===== config.mk =====
export PLATFORM = sky130hd
export DESIGN_NAME = lsu_axi_gpio_wr_slave
export DESIGN_NICKNAME = d
export VERILOG_FILES = /design/src/rtl/lsu_axi_gpio_wr_slave.sv
export SDC_FILE = /design/constraint.sdc
export NUM_CORES = 1
export LEC_CHECK = 0
export ABC_AREA = 1
export BUFFER_PORTS_ARGS = -buffer_cell sky130_fd_sc_hd__buf_4
export CAP_MARGIN = 20
export CORE_ASPECT_RATIO = 1.4
export CORE_MARGIN = 2
export CORE_UTILIZATION = 54
export CTS_BUF_LIST = sky130_fd_sc_hd__clkbuf_8
export CTS_CLUSTER_DIAMETER = 100
export DETAILED_ROUTE_END_ITERATION = 12
export GPL_TIMING_DRIVEN = 0
export PLACE_DENSITY = 0.82
export SETUP_SLACK_MARGIN = 0.5
export SLEW_MARGIN = 15
export SYNTH_ARGS = -nofsm -noshare
export SYNTH_HDL_FRONTEND = slang
export SYNTH_SLANG_ARGS = --single-unit

===== constraint.sdc =====
create_clock -name clk -period 1.81 [get_ports clk]
set_input_delay 0.362 -clock clk [delete_from_list [all_inputs] [get_ports clk]]
set_output_delay 0.362 -clock clk [all_outputs]
set_load 0.05 [all_outputs]

===== src/rtl/lsu_axi_gpio_wr_slave.sv =====
// AXI4 write-channel responder for the LSU write port: single-beat writes into a
// GPIO output-data / output-enable register pair, with a proper B response.
module lsu_axi_gpio_wr_slave #(
    parameter int          ID_W      = 3,
    parameter logic [31:0] BASE_ADDR = 32'hF000_0000
) (
    input  logic            clk,
    input  logic            rst_l,
    input  logic            awvalid,
    output logic            awready,
    input  logic [ID_W-1:0] awid,
    input  logic [31:0]     awaddr,
    input  logic [7:0]      awlen,
    input  logic [2:0]      awsize,
    input  logic            wvalid,
    output logic            wready,
    input  logic [63:0]     wdata,
    input  logic [7:0]      wstrb,
    input  logic            wlast,
    output logic            bvalid,
    input  logic            bready,
    output logic [1:0]      bresp,
    output logic [ID_W-1:0] bid,
    output logic [31:0]     gpio_out,
    output logic [31:0]     gpio_oe,
    output logic            wr_pulse
);

    localparam logic [1:0] RESP_OKAY   = 2'b00;
    localparam logic [1:0] RESP_SLVERR = 2'b10;

    typedef struct packed {
        logic [ID_W-1:0] id;
        logic [28:0]     addr_hi;  // awaddr[31:3]; the low bits never affect decode
        logic [7:0]      len;
    } aw_req_t;

    typedef struct packed {
        logic [63:0] data;
        logic [7:0]  strb;
        logic        last;
    } w_beat_t;

    logic    aw_held, w_held;
    aw_req_t aw_q;
    w_beat_t w_q;
    logic    commit, hit, ok;
    logic [31:0] out_nxt, oe_nxt;
    logic    unused_bits;

    assign unused_bits = ^{awsize, awaddr[2:0]};

    // Ready depends only on flops so the master never sees a valid->ready loop.
    assign awready = ~aw_held & ~bvalid;
    assign wready  = ~w_held  & ~bvalid;
    assign commit  = aw_held & w_held;

    assign hit = (aw_q.addr_hi[28:1] == BASE_ADDR[31:4]) && !aw_q.addr_hi[0];
    assign ok  = hit && (aw_q.len == 8'd0) && w_q.last;

    // Low 4 strobes steer the data register, upper 4 the output-enable register.
    for (genvar i = 0; i < 4; i++) begin : g_lane
        assign out_nxt[8*i +: 8] = w_q.strb[i]   ? w_q.data[8*i +: 8]      : gpio_out[8*i +: 8];
        assign oe_nxt[8*i +: 8]  = w_q.strb[i+4] ? w_q.data[32+8*i +: 8]   : gpio_oe[8*i +: 8];
    end

    always_ff @(posedge clk or negedge rst_l) begin
        if (!rst_l) begin
            aw_held  <= 1'b0;
            w_held   <= 1'b0;
            aw_q     <= '0;
            w_q      <= '0;
            bvalid   <= 1'b0;
            bresp    <= RESP_OKAY;
            bid      <= '0;
            gpio_out <= '0;
            gpio_oe  <= '0;
            wr_pulse <= 1'b0;
        end else begin
            wr_pulse <= 1'b0;
            if (awvalid && awready) begin
                aw_held <= 1'b1;
                aw_q    <= '{id: awid, addr_hi: awaddr[31:3], len: awlen};
            end
            if (wvalid && wready) begin
                w_held <= 1'b1;
                w_q    <= '{data: wdata, strb: wstrb, last: wlast};
            end
            // Both holds set implies bvalid is low, so commit and B retire never collide.
            if (commit) begin
                aw_held <= 1'b0;
                w_held  <= 1'b0;
                bvalid  <= 1'b1;
                bid     <= aw_q.id;
                bresp   <= ok ? RESP_OKAY : RESP_SLVERR;
                if (ok) begin
                    gpio_out <= out_nxt;
                    gpio_oe  <= oe_nxt;
                    wr_pulse <= 1'b1;
                end
            end else if (bvalid && bready) begin
                bvalid <= 1'b0;
            end
        end
    end

endmodule


==> flow_summary.yaml, run 1 <==
sta:
  holdWs_ns: -0.129
  layout_setup_ws_ns: 0.149
  worst_pin_slew_ns: 0.714
  hold_violations: 93
  maxSlewHeadroom: 0.524
  slew_violations: 0
  fin_skew_ns: 0.0155
  rsz0062_at_grt: "yes"
  max_freq_mhz: 602
  finalCritPeriodShare: 0.917
  setup_viol: 0
  timing.final.crit_period_ns: 1.66
yosys:
  syn_area_sq_mm: 0.00737
  synth.area.mux_share: 0.150
  yosysTopAreaCell: "dfrtp_1"
  synth-seq-cells: 185
  synthArstFlopShare: 1.00
  synth_top_family_by_area: "simple AND/OR/NAND/NOR gates"
  synth_top_area_share: 0.628
  synthSimpleGateAreaFrac: 0.169
  yosys-top-cells-count: "185 x dfrtp_1, 147 x nand2_1, 98 x mux2_2, 66 x nand4_1, 34 x nor2_1"
  seq_area_frac_synth: 0.628
  avgSynthCellArea_sq_um: 11.8
  syn_inst: 622
  synth_edf_count: 0
  synthAdderAreaFrac: 0
  synth_top_flop_cell: "dfrtp_1"
  synth.distinct_cells: 18
  yosysMostFrequentCell: "dfrtp_1"
  synth_area_leaders: "dfrtp_1 63%, mux2_2 15%, nand2_1 7.5%"
  synth_compound_area_frac: 0.0129
  synth_xor_area_frac: 0
  synth_fp_nets: 746
  synth-warning-count: 0
critical_path:
  worstSetupStartpoint: "aw_q[30]$_DFFE_PN0P_"
  cp-endpoint: "gpio_out[11]$_DFFE_PN0P_"
  slowest_stage: "dfrtp_1"
  reg2reg_depth: 10
  cp_max_fo: 10
  end_kind: "flip-flop"
  r2r-end: "gpio_out[11]$_DFFE_PN0P_"
  critPathKind: "flip-flop to flip-flop"
  cp-start-kind: "flip-flop"
  path_cells: "nor2_1 -> nand2_1 -> nor2_1 -> nand2_2 -> nor2_4 -> buf_12 -> buf_12 -> buf_8 -> nand4_1 -> nand2_2"
  cp_data_arrival_time_ns: 2.05
  r2r_slack_ns: 0.15
  max_stage_delay_ns: 0.40
  critPathRequiredTime_ns: 2.20
  timing.rr.start: "aw_q[30]$_DFFE_PN0P_"
die:
  io_pins: 197
  die_h_microns: 142
  die_width_microns: 103
  dieArea_sq_mm: 0.0146
  core_sq_mm: 0.0133
  start_util: 0.553
  row_count: 50
pwr:
  power_uw: 13100
  max-vdd-ir-drop_v: 0.00129
  p_per_area_mw_per_mm2: 1230
  leakagePower_uw: 0.00527
grt:
  first_global_vias: 6009
  grt_usage: 0.269
  antenna_found_initial: 0
  grt_max_degree: 95
  grt_pass1_wl_mm: 29.6
  grt_overflow: 0
clock_tree:
  cts_tree: "done"
  clock_sinks: 185
  root_buffer: "clkbuf_8"
  cts_made_buffers: 17
  h-tree-depth: 4
  clkTransAtPathRegs_ns: 0.09
  worstSkewPairLatency_ns: 0.46
  cts_buffer_depth: 2
final_layout:
  area_growth_pct: 43.7
  layout-drive-gt1-share: 0.517
  fillers: 799
  n_antenna_cell: 0
  nNetsFinal: 1005
route:
  drt-initial-drc-count: 206
  drc: 0
  wl_per_cell_microns: 18.3
  wl_mm: 19.6
  first_pass_iters: 4
  vias: 5724
  via_per_inst: 5.32
  ant_nets: 0
placed_design:
  pre_cts_slack_ns: 0.0221
  gp_congestion: 0.816
  port_buffers: 189
  dp_hpwl_mm: 12.8
hold_path:
  hp-class: "primary input to asynchronous set/reset pin"
outcome:
  failed_checks: "hold timing"
  status: "complete, but fails checks"
run:
  drv_cap: 0
==> report_power, final <==
group	switching [uW]	total [uW]	internal [uW]
logic	1850	3930	2080
registers	745	6230	5490
clock network	1490	2910	1410
==> per-stage QoR <==
stage                util  cell area [sq um]  TNS, ns  hold slack (ns)  cells
finish              0.794              10600        0           -0.129   1076
global route        0.794              10600        0          -0.0599   1076
CTS                 0.775              10300        0          -0.0879   1069
detailed placement  0.687               9150        0            0.411    994
global placement    0.684               9120  -115.19            0.455    993
floorplan               -               7470        0           0.0664    622
==> critical path, delay by kind of cell, from the launching register on <==
family | cells | cell delay, ns
buffers and inverters | 3 | 0.42
DFF | 1 | 0.40
and+or+nand+nor | 7 | 0.77
==> placed cells by master, fill, tap and decap left out, types with 8 or more instances in the layout <==
cell type	count
nor2_4	8
nand4_1	66
nand2_2	29
mux2_2	98
buf_8	11
dfrtp_1	183
clkbuf_8	18
inv_1	22
nor2_1	31
buf_6	87
buf_4	163
nand2_1	118
a21oi_2	8
==> worst min path at each step <==
stage | startpoint | endpoint | slack (ns) | cells past startpoint
6_report | rst_l | aw_q[19]$_DFFE_PN0P_ | -0.13 | 1
3_5_place_dp | rst_l | aw_q[19]$_DFFE_PN0P_ | 0.41 | 1
4_1_cts | rst_l | aw_q[19]$_DFFE_PN0P_ | -0.09 | 1
5_1_grt | rst_l | aw_q[19]$_DFFE_PN0P_ | -0.06 | 1
3_3_place_gp | aw_q[39]$_DFFE_PN0P_ | bid[2]$_DFFE_PN0P_ | 0.45 | 2
2_1_floorplan | rst_l | aw_held$_DFFE_PN0P_ | 0.07 | 0
==> state kept, by name, indices dropped and copies added, names as in the netlist, 3 cells and up <==
name	count
gpio_out	32
w_q	73
aw_q	40
gpio_oe	32
bid	3
==> routing by layer <==
layer  part of all wire  track usage  vias to the layer above
met1               0.36        0.304                     2852
met5                  0            0                        -
met4              0.035        0.122                        0
met3              0.054       0.0663                       46
met2               0.55        0.472                      191
li1                   -            -                     2635
==> kinds of logic after synthesis <==
logic type | Yosys count
AND/OR/NAND/NOR | 269
flip-flops | 185
multiplexers | 98
buffers and inverters | 50
AO/OA/AOI/OAI | 19
other | 1
==> cell type report <==
type | count | area [sq um] | area share
Clock inverter | 14 | 171 | 0.0162
Clock buffer | 18 | 248 | 0.0234
Multi-Input combinational cell | 387 | 2680 | 0.253
Sequential cell | 185 | 4630 | 0.438
Tap cell | 182 | 228 | 0.0215
Buffer | 30 | 370 | 0.0350
Inverter | 20 | 75.1 | 0.00709
Timing Repair Buffer | 240 | 2180 | 0.206
==> timing repair <==
action,4_1_cts,5_1_grt
pin swaps,13,13
cloned,0,2
hold endpoints to repair,93,56
buffers inserted,43,5
resized for setup,104,53
setup endpoints to repair,227,248
(Power assumes the default switching activity.)
==> run 2: changes to the inputs <==
--- a/config.mk
+++ b/config.mk
@@ -16,7 +16,7 @@
 export DETAILED_ROUTE_END_ITERATION = 12
 export GPL_TIMING_DRIVEN = 0
 export PLACE_DENSITY = 0.82
-export SETUP_SLACK_MARGIN = 0.5
+export SETUP_SLACK_MARGIN = 0.2
 export SLEW_MARGIN = 15
 export SYNTH_ARGS = -nofsm -noshare
 export SYNTH_HDL_FRONTEND = slang
==> constraint.sdc (replaced) <==
create_clock -name clk -period 1.7 [get_ports clk]
set_input_delay 0.34 -clock clk [delete_from_list [all_inputs] [get_ports clk]]
set_output_delay 0.34 -clock clk [all_outputs]
set_load 0.05 [all_outputs]
==> flow_summary.yaml, run 2 (synthesized netlist as in run 1, its figures left out) <==
sta:
  timing.final.crit_period_ns: 1.62
  setup_viol: 0
  finalCritPeriodShare: 0.955
  rsz0062_at_grt: "yes"
  fin_skew_ns: 0.0156
  max_freq_mhz: 616
  holdWs_ns: 0.105
  slew_violations: 0
  maxSlewHeadroom: 0.635
  worst_pin_slew_ns: 0.548
  tns_ns: 0
  hold_violations: 0
final_layout:
  nNetsFinal: 982
  mostFrequentLayoutCell: "buf_4"
  fillers: 858
  top_regs: "w_q: 73 flops, aw_q: 40 flops"
  n_antenna_cell: 0
  design_area_sq_mm: 0.0104
  instances_no_fill: 1053
  area_growth_pct: 41.0
  largest_reg_flops: 73
  final_cell_mix: "195 x buf_4, 183 x dfrtp_1, 120 x nand2_1"
  regMostFlops: "w_q"
  layout-drive-gt1-share: 0.506
critical_path:
  cp-start-kind: "flip-flop"
  r2r-end: "gpio_oe[20]$_DFFE_PN0P_"
  cp_data_arrival_time_ns: 1.28
  r2r_slack_ns: 0.12
  critPathKind: "flip-flop to primary output"
  cp_max_fo: 4
  end_kind: "primary output"
  slowest_stage: "dfrtp_1"
  timing.rr.start: "aw_q[16]$_DFFE_PN0P_"
  reg2reg_depth: 10
  path_cells: "nor2_4 -> buf_6"
  critPathRequiredTime_ns: 1.36
  critPathBufInv: 1
  max_stage_delay_ns: 0.49
  cpLargestDelayFamily: "flip-flops"
clock_tree:
  cts_made_buffers: 17
  clkTransAtPathRegs_ns: 0.10
  cts_buffer_depth: 2
  cts_tree: "done"
  worstSkewPairLatency_ns: 0.45
  clock_sinks: 185
  root_buffer: "clkbuf_8"
  h-tree-depth: 4
route:
  via_per_inst: 5.36
  wl_mm: 19.3
  first_pass_iters: 4
  drt-initial-drc-count: 245
  ant_nets: 0
  vias: 5648
  drc: 0
  wl_per_cell_microns: 18.4
pwr:
  max-vdd-ir-drop_v: 0.00128
  p_per_area_mw_per_mm2: 1340
  leakagePower_uw: 0.00517
  power_uw: 13900
placed_design:
  port_buffers: 189
  dp_cells: 994
  gp_congestion: 0.821
  dp_hpwl_mm: 12.9
  placed_cell_area_sq_mm: 0.00914
hold_path:
  hp-start: "bready"
  hold_path_end: "bvalid$_DFFE_PN0P_"
  hold_depth: 2
  hp-class: "primary input to flip-flop"
die:
  die_width_microns: 103
  die_h_microns: 142
  core_sq_mm: 0.0133
  start_util: 0.553
  io_pins: 197
  row_count: 50
  dieArea_sq_mm: 0.0146
run:
  drv_cap: 0
grt:
  grt_max_degree: 107
  antenna_found_initial: 0
  grt_usage: 0.256
  first_global_vias: 5833
  grt_pass1_wl_mm: 28.3
  grt_overflow: 0
outcome:
  status: "finished, final reports clean"
## run 2: report_power, final
part	internal (uW)	switching (uW)
Clock	1090	1650
Combinational	2450	2070
Sequential	5840	816
## run 2: area by class of cell
cell class | instances | area (sq um) | share of cell area
buffer | 30 | 435 | 0.0419
sequential | 185 | 4630 | 0.446
inverter | 20 | 75.1 | 0.00723
multi-input combinational | 387 | 2700 | 0.260
clock inverter | 14 | 115 | 0.0111
clock buffer | 18 | 248 | 0.0238
timing repair buffer | 217 | 1950 | 0.188
tap | 182 | 228 | 0.0219
## run 2: how the worst max path moves through the flow
stage                                     from                       to  slack [ns]  depth (start not counted)
final                      aw_held$_DFFE_PN0P_                  awready        0.08                          2
after CTS                 aw_q[22]$_DFFE_PN0P_  gpio_oe[12]$_DFFE_PN0P_        0.11                         10
after global placement                   rst_l       bvalid$_DFFE_PN0P_       -0.88                          1
after detailed placement  aw_q[22]$_DFFE_PN0P_  gpio_out[1]$_DFFE_PN0P_       -0.12                          8
after global routing      aw_q[17]$_DFFE_PN0P_  gpio_oe[20]$_DFFE_PN0P_        0.02                         10
after floorplan             bvalid$_DFFE_PN0P_      w_q[22]$_DFFE_PN0P_        0.06                          5
## run 2: stage by stage
stage | util | setup WS (ns)
finish | 0.780 | 0.0769
global route | 0.780 | 0.0158
CTS | 0.738 | 0.108
detailed placement | 0.686 | -0.124
global placement | 0.683 | -0.875
floorplan | - | 0.0587
## run 2: repair_timing
action,in CTS,in global routing
setup buffers,10,3
setup endpoints to repair,68,239
endpoints found under the hold margin,79,0
pin swaps,6,19
hold buffers,1,0
gates resized for setup,45,61
cloned,1,12
## run 2: metal layers
| metal | global-route usage | share of wire | vias up |
|---|---|---|---|
| li1 | - | - | 2593 |
| met1 | 0.300 | 0.38 | 2804 |
| met2 | 0.434 | 0.53 | 199 |
| met3 | 0.0673 | 0.058 | 52 |
| met4 | 0.117 | 0.037 | 0 |
| met5 | 0 | 0 | - |
